===== config.mk =====
export PLATFORM = sky130hd
export DESIGN_NAME = uart_rx_cfg
export DESIGN_NICKNAME = d
export VERILOG_FILES = /design/src/rtl/uart_rx_cfg.sv
export SDC_FILE = /design/constraint.sdc
export NUM_CORES = 1
export LEC_CHECK = 0
export BUFFER_PORTS_ARGS = -buffer_cell sky130_fd_sc_hd__buf_2
export CORE_AREA = 2 2 96 98
export DETAILED_ROUTE_END_ITERATION = 12
export DIE_AREA = 0 0 98 100
export GPL_TIMING_DRIVEN = 0
export REMOVE_ABC_BUFFERS = 1
export SYNTH_ARGS = -nofsm -noshare
export SYNTH_HDL_FRONTEND = slang
export SYNTH_SLANG_ARGS = --single-unit

===== constraint.sdc =====
create_clock -name clk -period 3 [get_ports clk]
set_input_delay 0.15 -clock clk [delete_from_list [all_inputs] [get_ports clk]]
set_output_delay 0.15 -clock clk [all_outputs]
set_load 0.01 [all_outputs]

===== src/rtl/uart_rx_cfg.sv =====
// UART receiver with configurable data bits, parity and stop bits.
// Optional build macro UART_RX_MAJORITY_EN selects 2-of-3 majority sampling.
module uart_rx_cfg #(
    parameter int unsigned CLKS_PER_BIT = 5208,
    parameter int unsigned DATA_BITS    = 8,
    parameter int unsigned PARITY       = 0,
    parameter int unsigned STOP_BITS    = 1
) (
    input  logic                 clk,
    input  logic                 rst,
    input  logic                 rx_en,
    input  logic                 rx_in,
    output logic [DATA_BITS-1:0] rx_data,
    output logic                 rx_valid,
    output logic                 rx_perr,
    output logic                 rx_ferr,
    output logic                 rx_busy
);

    localparam int unsigned CW = $clog2(CLKS_PER_BIT);
    localparam logic [CW-1:0] HALF_M1 = CW'(CLKS_PER_BIT / 2 - 1);
    localparam logic [CW-1:0] FULL_M1 = CW'(CLKS_PER_BIT - 1);

    typedef enum logic [2:0] {IDLE, START, DATA, PAR, STOP, DONE} state_e;

    state_e               state_q, state_d;
    logic                 s1_q, rs_q, rs_prev_q;
    logic [CW-1:0]        cnt_q, cnt_d;
    logic [2:0]           bit_q, bit_d;
    logic [DATA_BITS-1:0] shift_q, shift_d;
    logic [DATA_BITS-1:0] data_q, data_d;
    logic                 pacc_q, pacc_d;
    logic                 facc_q, facc_d;
    logic                 perr_q, perr_d;
    logic                 ferr_q, ferr_d;
    logic                 sample, tick, fall;

    // s1_q already holds next cycle's rs, so mid+1 is available at mid
    // and the majority build keeps exactly the same sample timing.
`ifdef UART_RX_MAJORITY_EN
    assign sample = (rs_prev_q & rs_q) | (rs_prev_q & s1_q) | (rs_q & s1_q);
`else
    assign sample = rs_q;
`endif

    assign fall = rs_prev_q & ~rs_q;
    assign tick = (state_q == START) ? (cnt_q == HALF_M1) : (cnt_q == FULL_M1);

    always_ff @(posedge clk) begin
        if (rst) begin
            state_q   <= IDLE;
            s1_q      <= 1'b1;
            rs_q      <= 1'b1;
            rs_prev_q <= 1'b1;
            cnt_q     <= '0;
            bit_q     <= '0;
            shift_q   <= '0;
            data_q    <= '0;
            pacc_q    <= 1'b0;
            facc_q    <= 1'b0;
            perr_q    <= 1'b0;
            ferr_q    <= 1'b0;
        end else begin
            state_q   <= state_d;
            s1_q      <= rx_in;
            rs_q      <= s1_q;
            rs_prev_q <= rs_q;
            cnt_q     <= cnt_d;
            bit_q     <= bit_d;
            shift_q   <= shift_d;
            data_q    <= data_d;
            pacc_q    <= pacc_d;
            facc_q    <= facc_d;
            perr_q    <= perr_d;
            ferr_q    <= ferr_d;
        end
    end

    always_comb begin
        state_d = state_q;
        cnt_d   = cnt_q + 1'b1;
        bit_d   = bit_q;
        shift_d = shift_q;
        data_d  = data_q;
        pacc_d  = pacc_q;
        facc_d  = facc_q;
        perr_d  = perr_q;
        ferr_d  = ferr_q;
        if (!rx_en) begin
            state_d = IDLE;
            cnt_d   = '0;
        end else begin
            case (state_q)
                IDLE: begin
                    cnt_d = '0;
                    if (fall) begin
                        state_d = START;
                        bit_d   = '0;
                        pacc_d  = 1'b0;
                        facc_d  = 1'b0;
                    end
                end
                START: if (tick) begin
                    cnt_d   = '0;
                    state_d = sample ? IDLE : DATA;
                end
                DATA: if (tick) begin
                    cnt_d   = '0;
                    shift_d = {sample, shift_q[DATA_BITS-1:1]};
                    if (bit_q == 3'(DATA_BITS - 1)) begin
                        bit_d   = '0;
                        state_d = (PARITY != 0) ? PAR : STOP;
                    end else begin
                        bit_d = bit_q + 1'b1;
                    end
                end
                PAR: if (tick) begin
                    cnt_d   = '0;
                    pacc_d  = (PARITY == 1) ? (^{shift_q, sample}) : ~(^{shift_q, sample});
                    state_d = STOP;
                end
                STOP: if (tick) begin
                    cnt_d  = '0;
                    facc_d = facc_q | ~sample;
                    if (bit_q == 3'(STOP_BITS - 1)) begin
                        state_d = DONE;
                        data_d  = shift_q;
                        perr_d  = pacc_q;
                        ferr_d  = facc_q | ~sample;
                    end else begin
                        bit_d = bit_q + 1'b1;
                    end
                end
                DONE: begin
                    cnt_d   = '0;
                    state_d = IDLE;
                end
                default: begin
                    cnt_d   = '0;
                    state_d = IDLE;
                end
            endcase
        end
    end

    always_comb begin
        rx_valid = (state_q == DONE);
        rx_busy  = (state_q != IDLE);
        rx_data  = data_q;
        rx_perr  = perr_q;
        rx_ferr  = ferr_q;
    end

endmodule


* Word-level counts from Yosys, hierarchy flattened
Cells that the tools add are included.
** Storage, ports and cells
- Output and inout port bits :: 12
- Memory bits (writable) :: 0
- ROM bits :: 0
- Bits of input ports :: 4
- Word-level logic and storage cells :: 73
- Bits in registers :: 42
- Latch bits :: 0
- Memories :: 0
** Operators by class
- Bitwise operators :: 6
- Divide/modulo/power cells :: 0
- Equal/unequal tests :: 16
- Add/sub/neg operators :: 2
- $mul :: 0
- Magnitude comparators :: 0
- Shifts and indexed selects :: 0
- Reduce and logical (&&, ||, !) cells :: 16
- Muxes and demuxes :: 21
** Operators by type and width (count)
- 2-to-1 mux 3 bit :: 12
- != test 2 bit, second input constant :: 8
- case mux 3 bit (5 select lines) :: 1
- adder 13 x 1 -> 13 bit, second input constant :: 1
- == test 13 x 12 -> 1 bit, second input constant :: 1
- == test 13 bit, second input constant :: 1
- AND reduction 4 bit :: 3
- == test 3 bit, second input constant :: 3
- case mux 3 bit (3 select lines) :: 1
- XOR reduction 9 bit :: 1
- OR reduction 4 bit :: 2
- AND reduction 7 bit :: 1
- == test 3 x 2 -> 1 bit, second input constant :: 2
- zero test 3 bit :: 2
- AND reduction 6 bit :: 1
- nonzero test 3 bit :: 2
- 2-to-1 mux 1 bit :: 4
- inverter 1 bit :: 4
- case mux 1 bit (2 select lines) :: 2
- nonzero test 2 bit :: 2
- adder 3 x 1 -> 3 bit, second input constant :: 1
- == test 3 x 1 -> 1 bit, second input constant :: 1
- AND reduction 3 bit :: 1
- 2-to-1 mux 2 bit :: 1
- 3 further kinds :: 3

* Longest topological paths before layout
- Word-level depth :: 4
- Depth in mapped cells :: 8

* Worst setup path before layout
Ideal clock, no wire load.
- Kind :: register to register
- Start point :: register cnt_q[0]
- End point :: register bit_q[0]
- Arrival time :: 1.797 ns
- Setup time :: 0.124 ns
- Stages on the path, launching flop included :: 7
- Period minus slack after synthesis :: 1.921 ns
- Buffers on the path :: 0
- Setup slack :: 1.079 ns
- Path through :: dfxtp_1 -> ha_1 -> or3b_4 -> or4b_4 -> nand3_2 -> o211ai_4 -> mux2i_1
** On the way
- Longest elaborated chain between the ends :: 4
- Elaborated cells between the ends (all ways) :: 6
** Ends and longest elaborated chain
- start, declared :: line 28 : logic [CW-1:0] cnt_q, cnt_d;
- start signal, assigned :: line 68 : cnt_q <= cnt_d;
- == test 13 bit or == test 13 x 12 -> 1 bit (tied branches) :: line 47 : assign tick = (state_q == START) ? (cnt_q == HALF_M1) : (cnt_q == FULL_M1);
- 2-to-1 mux 1 bit (*) :: line 47
- != test 2 bit (no source line)
- AND reduction 6 bit (no source line) (*)
- end signal, assigned :: line 69 : bit_q <= bit_d;
- end, declared :: line 29 : logic [2:0] bit_q, bit_d;
Mark *: on every way between the ends. The rest lies on a longest branch, timed or not.
A chain may end at the register's enable or synchronous reset.

* Final worst setup path
- Start point :: register state_q[0]
- End point :: register data_q[4], in the netlist rx_data[4]
** On the way
- Longest elaborated chain between the ends :: 3
- Elaborated cells between the ends (all ways) :: 4
** Ends and longest elaborated chain
- start, declared :: line 26 : state_e state_q, state_d;
- start signal, assigned :: line 64 : state_q <= state_d;
- == test 3 x 1 -> 1 bit :: line 47
- 2-to-1 mux 1 bit :: line 47
- AND reduction 4 bit (no source line) (*)
- end signal, assigned :: line 71 : data_q <= data_d;
- end, declared :: line 31 : logic [DATA_BITS-1:0] data_q, data_d;
Marked as above.

==> results.ini <==
[outcome]
status=finished clean

[power]
p_leak_uw=0.000981
power_density_nw_per_um2=437
swShare=0.207
switchingPower_uw=213
p_comb_frac=0.023
internal-power_uw=816
clockPowerShare=0.432
pwr-share-seq=0.545
max-vdd-ir-drop_v=0.000288

[clocking]
cts.clk_slew.worst_paths_ns=0.08
clockBufferDepth=2
clockRootBuffer=clkbuf_8
clock-sinks=42
hold_buffers=0
htreeDepth=2
cts_tree=yes
insertion_delay_ns=0.29
post-cts-setup-buffers=0
cts_buffers=5
cts_resized=0

[sta]
rsz0062_at_grt=false
finalWorstSetupSlack_ns=0.447
timing.final.crit_period_ns=2.55
worst_pin_slew_ns=1.26
slew_violations=0
clock.fmax_ghz=0.392
fin_worst_skew_ns=0.00750
timing.final.crit_share=0.851
final_hold_viol_count=0
slew_headroom=0.159
setup_viol=0
finalSetupTns_ns=0

[worst_setup_path]
end_kind=register
cp-start-kind=register
critical_path_class=reg -> reg
arrival_ns=2.72
path_max_fanout=14
worst-endpoint-required_ns=3.17
reg2reg_depth=5

[drt]
drc=0
num_vias=1512
wl_microns=3670
detail-route-antenna-nets=0
drt_iter0_markers=46
drtPass1Iterations=4
vias_per_cell=4.38
wl_per_cell_microns=10.6

[hold_path]
whs_path_depth=2
hp-class=in -> reg

[synthesis]
ys.flop_type=dfxtp_1
synthCells=224
syn_avg_cell_area_sq_um=9.57
synth_cell_types=52
synth_edf_count=0
yosys_warnings=0
yosysSeqAreaShare=0.392
yosys_register_bits=42
synth_async_sr_flop_share=0
netlist_area_sq_um=2140

[global_route]
grt_max_degree=31
grt_overflow=0
track_usage=0.0824
antenna_found_initial=0
grt_pass1_vias=1453
grt_pass1_wl_microns=6710

[floorplan]
initial_core_util=0.241
core_sq_um=8890
die-area_sq_um=9800
die_h_microns=100
io_pins=16
fp.dieW_microns=98
row_count=35

[placement]
dp_slack_ns=0.404
place_congestion=0.792
dp_hpwl_microns=2650
portBuffers=15

[layout]
fin_nets=241
syn2layout_area_growth_pct=9.92
antennaDiodeCount=0
layout-drive-gt1-share=0.222

[run]
drv_cap=0

-- Yosys cell counts (2+ instances only) --
| cell | instances | area (sq um) |
|---|---|---|
| inv_1 | 5 | 18.8 |
| o21bai_1 | 2 | 15.0 |
| xor2_1 | 9 | 78.8 |
| o21ai_0 | 4 | 20.0 |
| nor2b_1 | 5 | 31.3 |
| xnor2_1 | 10 | 87.6 |
| nor3_1 | 3 | 15.0 |
| and3_1 | 2 | 12.5 |
| nor2_2 | 8 | 50.1 |
| nand2b_1 | 2 | 12.5 |
| nand2_1 | 8 | 30.0 |
| ha_1 | 4 | 50.1 |
| nor3b_1 | 3 | 22.5 |
| or2b_2 | 3 | 26.3 |
| dfxtp_1 | 42 | 841 |
| a21oi_1 | 5 | 25.0 |
| clkbuf_1 | 3 | 11.3 |
| nor3b_2 | 2 | 25.0 |
| nand3_1 | 6 | 30.0 |
| nor2_1 | 36 | 135 |
| mux2i_1 | 20 | 200 |
| buf_6 | 4 | 45.0 |
| o21a_1 | 2 | 15.0 |
| nand4_1 | 5 | 31.3 |
| or2_2 | 4 | 25.0 |
-- through the flow --
| step | total power, uW | cells | util | cell area (sq um) | hold slack (ns) |
|---|---|---|---|---|---|
| 5_1_grt | 1080 | 345 | 0.265 | 2360 | 0.0263 |
| 2_1_floorplan | 587 | 211 | - | 2030 | 0.222 |
| 4_1_cts | 1050 | 345 | 0.265 | 2360 | 0.0203 |
| 3_5_place_dp | 599 | 337 | 0.252 | 2240 | 0.338 |
| 6_report | 1030 | 345 | 0.265 | 2360 | 0.0313 |
| 3_3_place_gp | 598 | 337 | 0.252 | 2240 | 0.343 |
-- cells by family (layout without fill, tap and decap cells) --
logic type / after synthesis / in the layout / synth area share
and+or+nand+nor: 99 / 99 / 0.263
DFF: 42 / 42 / 0.392
AOI/OAI and AO/OA: 22 / 22 / 0.0887
muxes: 20 / 20 / 0.0934
xor gates and xnor gates: 19 / 19 / 0.0776
buffers and inverters: 18 / 28 / 0.0619
adders and majority gates: 4 / 4 / 0.0234
-- routing by layer --
metal | wire length [microns] | GRT usage | part of all wire | vias to the layer above
li1 | - | - | - | 781
met1 | 1890 | 0.110 | 0.52 | 706
met2 | 1600 | 0.126 | 0.43 | 18
met3 | 102 | 0.0237 | 0.028 | 7
met4 | 76 | 0.0321 | 0.021 | 0
met5 | 0 | 0 | 0 | -
-- critical path, cell delays in order (launching register included) --
cell      delay, ns
dfxtp_1        0.58
nor3b_2        0.39
nor3b_2        0.11
o211ai_1       1.01
mux2i_1        0.29
nor2_1         0.06
-- final cells by class --
class	count	area (sq um)
Clock inverter	3	43.8
Inverter	5	18.8
Multi-Input combinational cell	164	1170
Clock buffer	5	68.8
Tap cell	111	139
Fill cell	959	6530
Sequential cell	42	841
Timing Repair Buffer	15	75.1
-- cell usage in the layout, fill, tap and decap left out, drive strengths merged, types with 6 or more instances in the layout --
master / count
nand2: 8
nand3: 7
buf: 15
mux2i: 20
xor2: 9
nor2: 44
xnor2: 10
dfxtp: 42
inv: 6
-- path summary, 6_finish.rpt --
path | from | endpoint | slack [ns]
hold reg to reg | s1_q | rs_q | 0.42
hold / removal | rx_in | s1_q | 0.03
setup reg to reg | state_q[0] | rx_data[4] | 0.45
setup / recovery | state_q[0] | rx_data[4] | 0.45
-- sequential cells by signal (all words and copies together) (netlist names) --
name       flops
bit_q          3
cnt_q         13
facc_q         1
pacc_q         1
rs_prev_q      1
rs_q           1
rx_data        8
rx_ferr        1
rx_perr        1
s1_q           1
shift_q        8
state_q        3
-- power by group through the flow --
stage / logic (uW) / clock network (uW) / registers [uW]
finish: 23.6 / 444 / 561
global placement: 23.9 / 0 / 574
global route: 26.9 / 487 / 562
floorplan: 13.4 / 0 / 574
detailed placement: 23.9 / 0 / 575
CTS: 23.9 / 462 / 561
No activity file was read; power rests on OpenSTA's default activity.
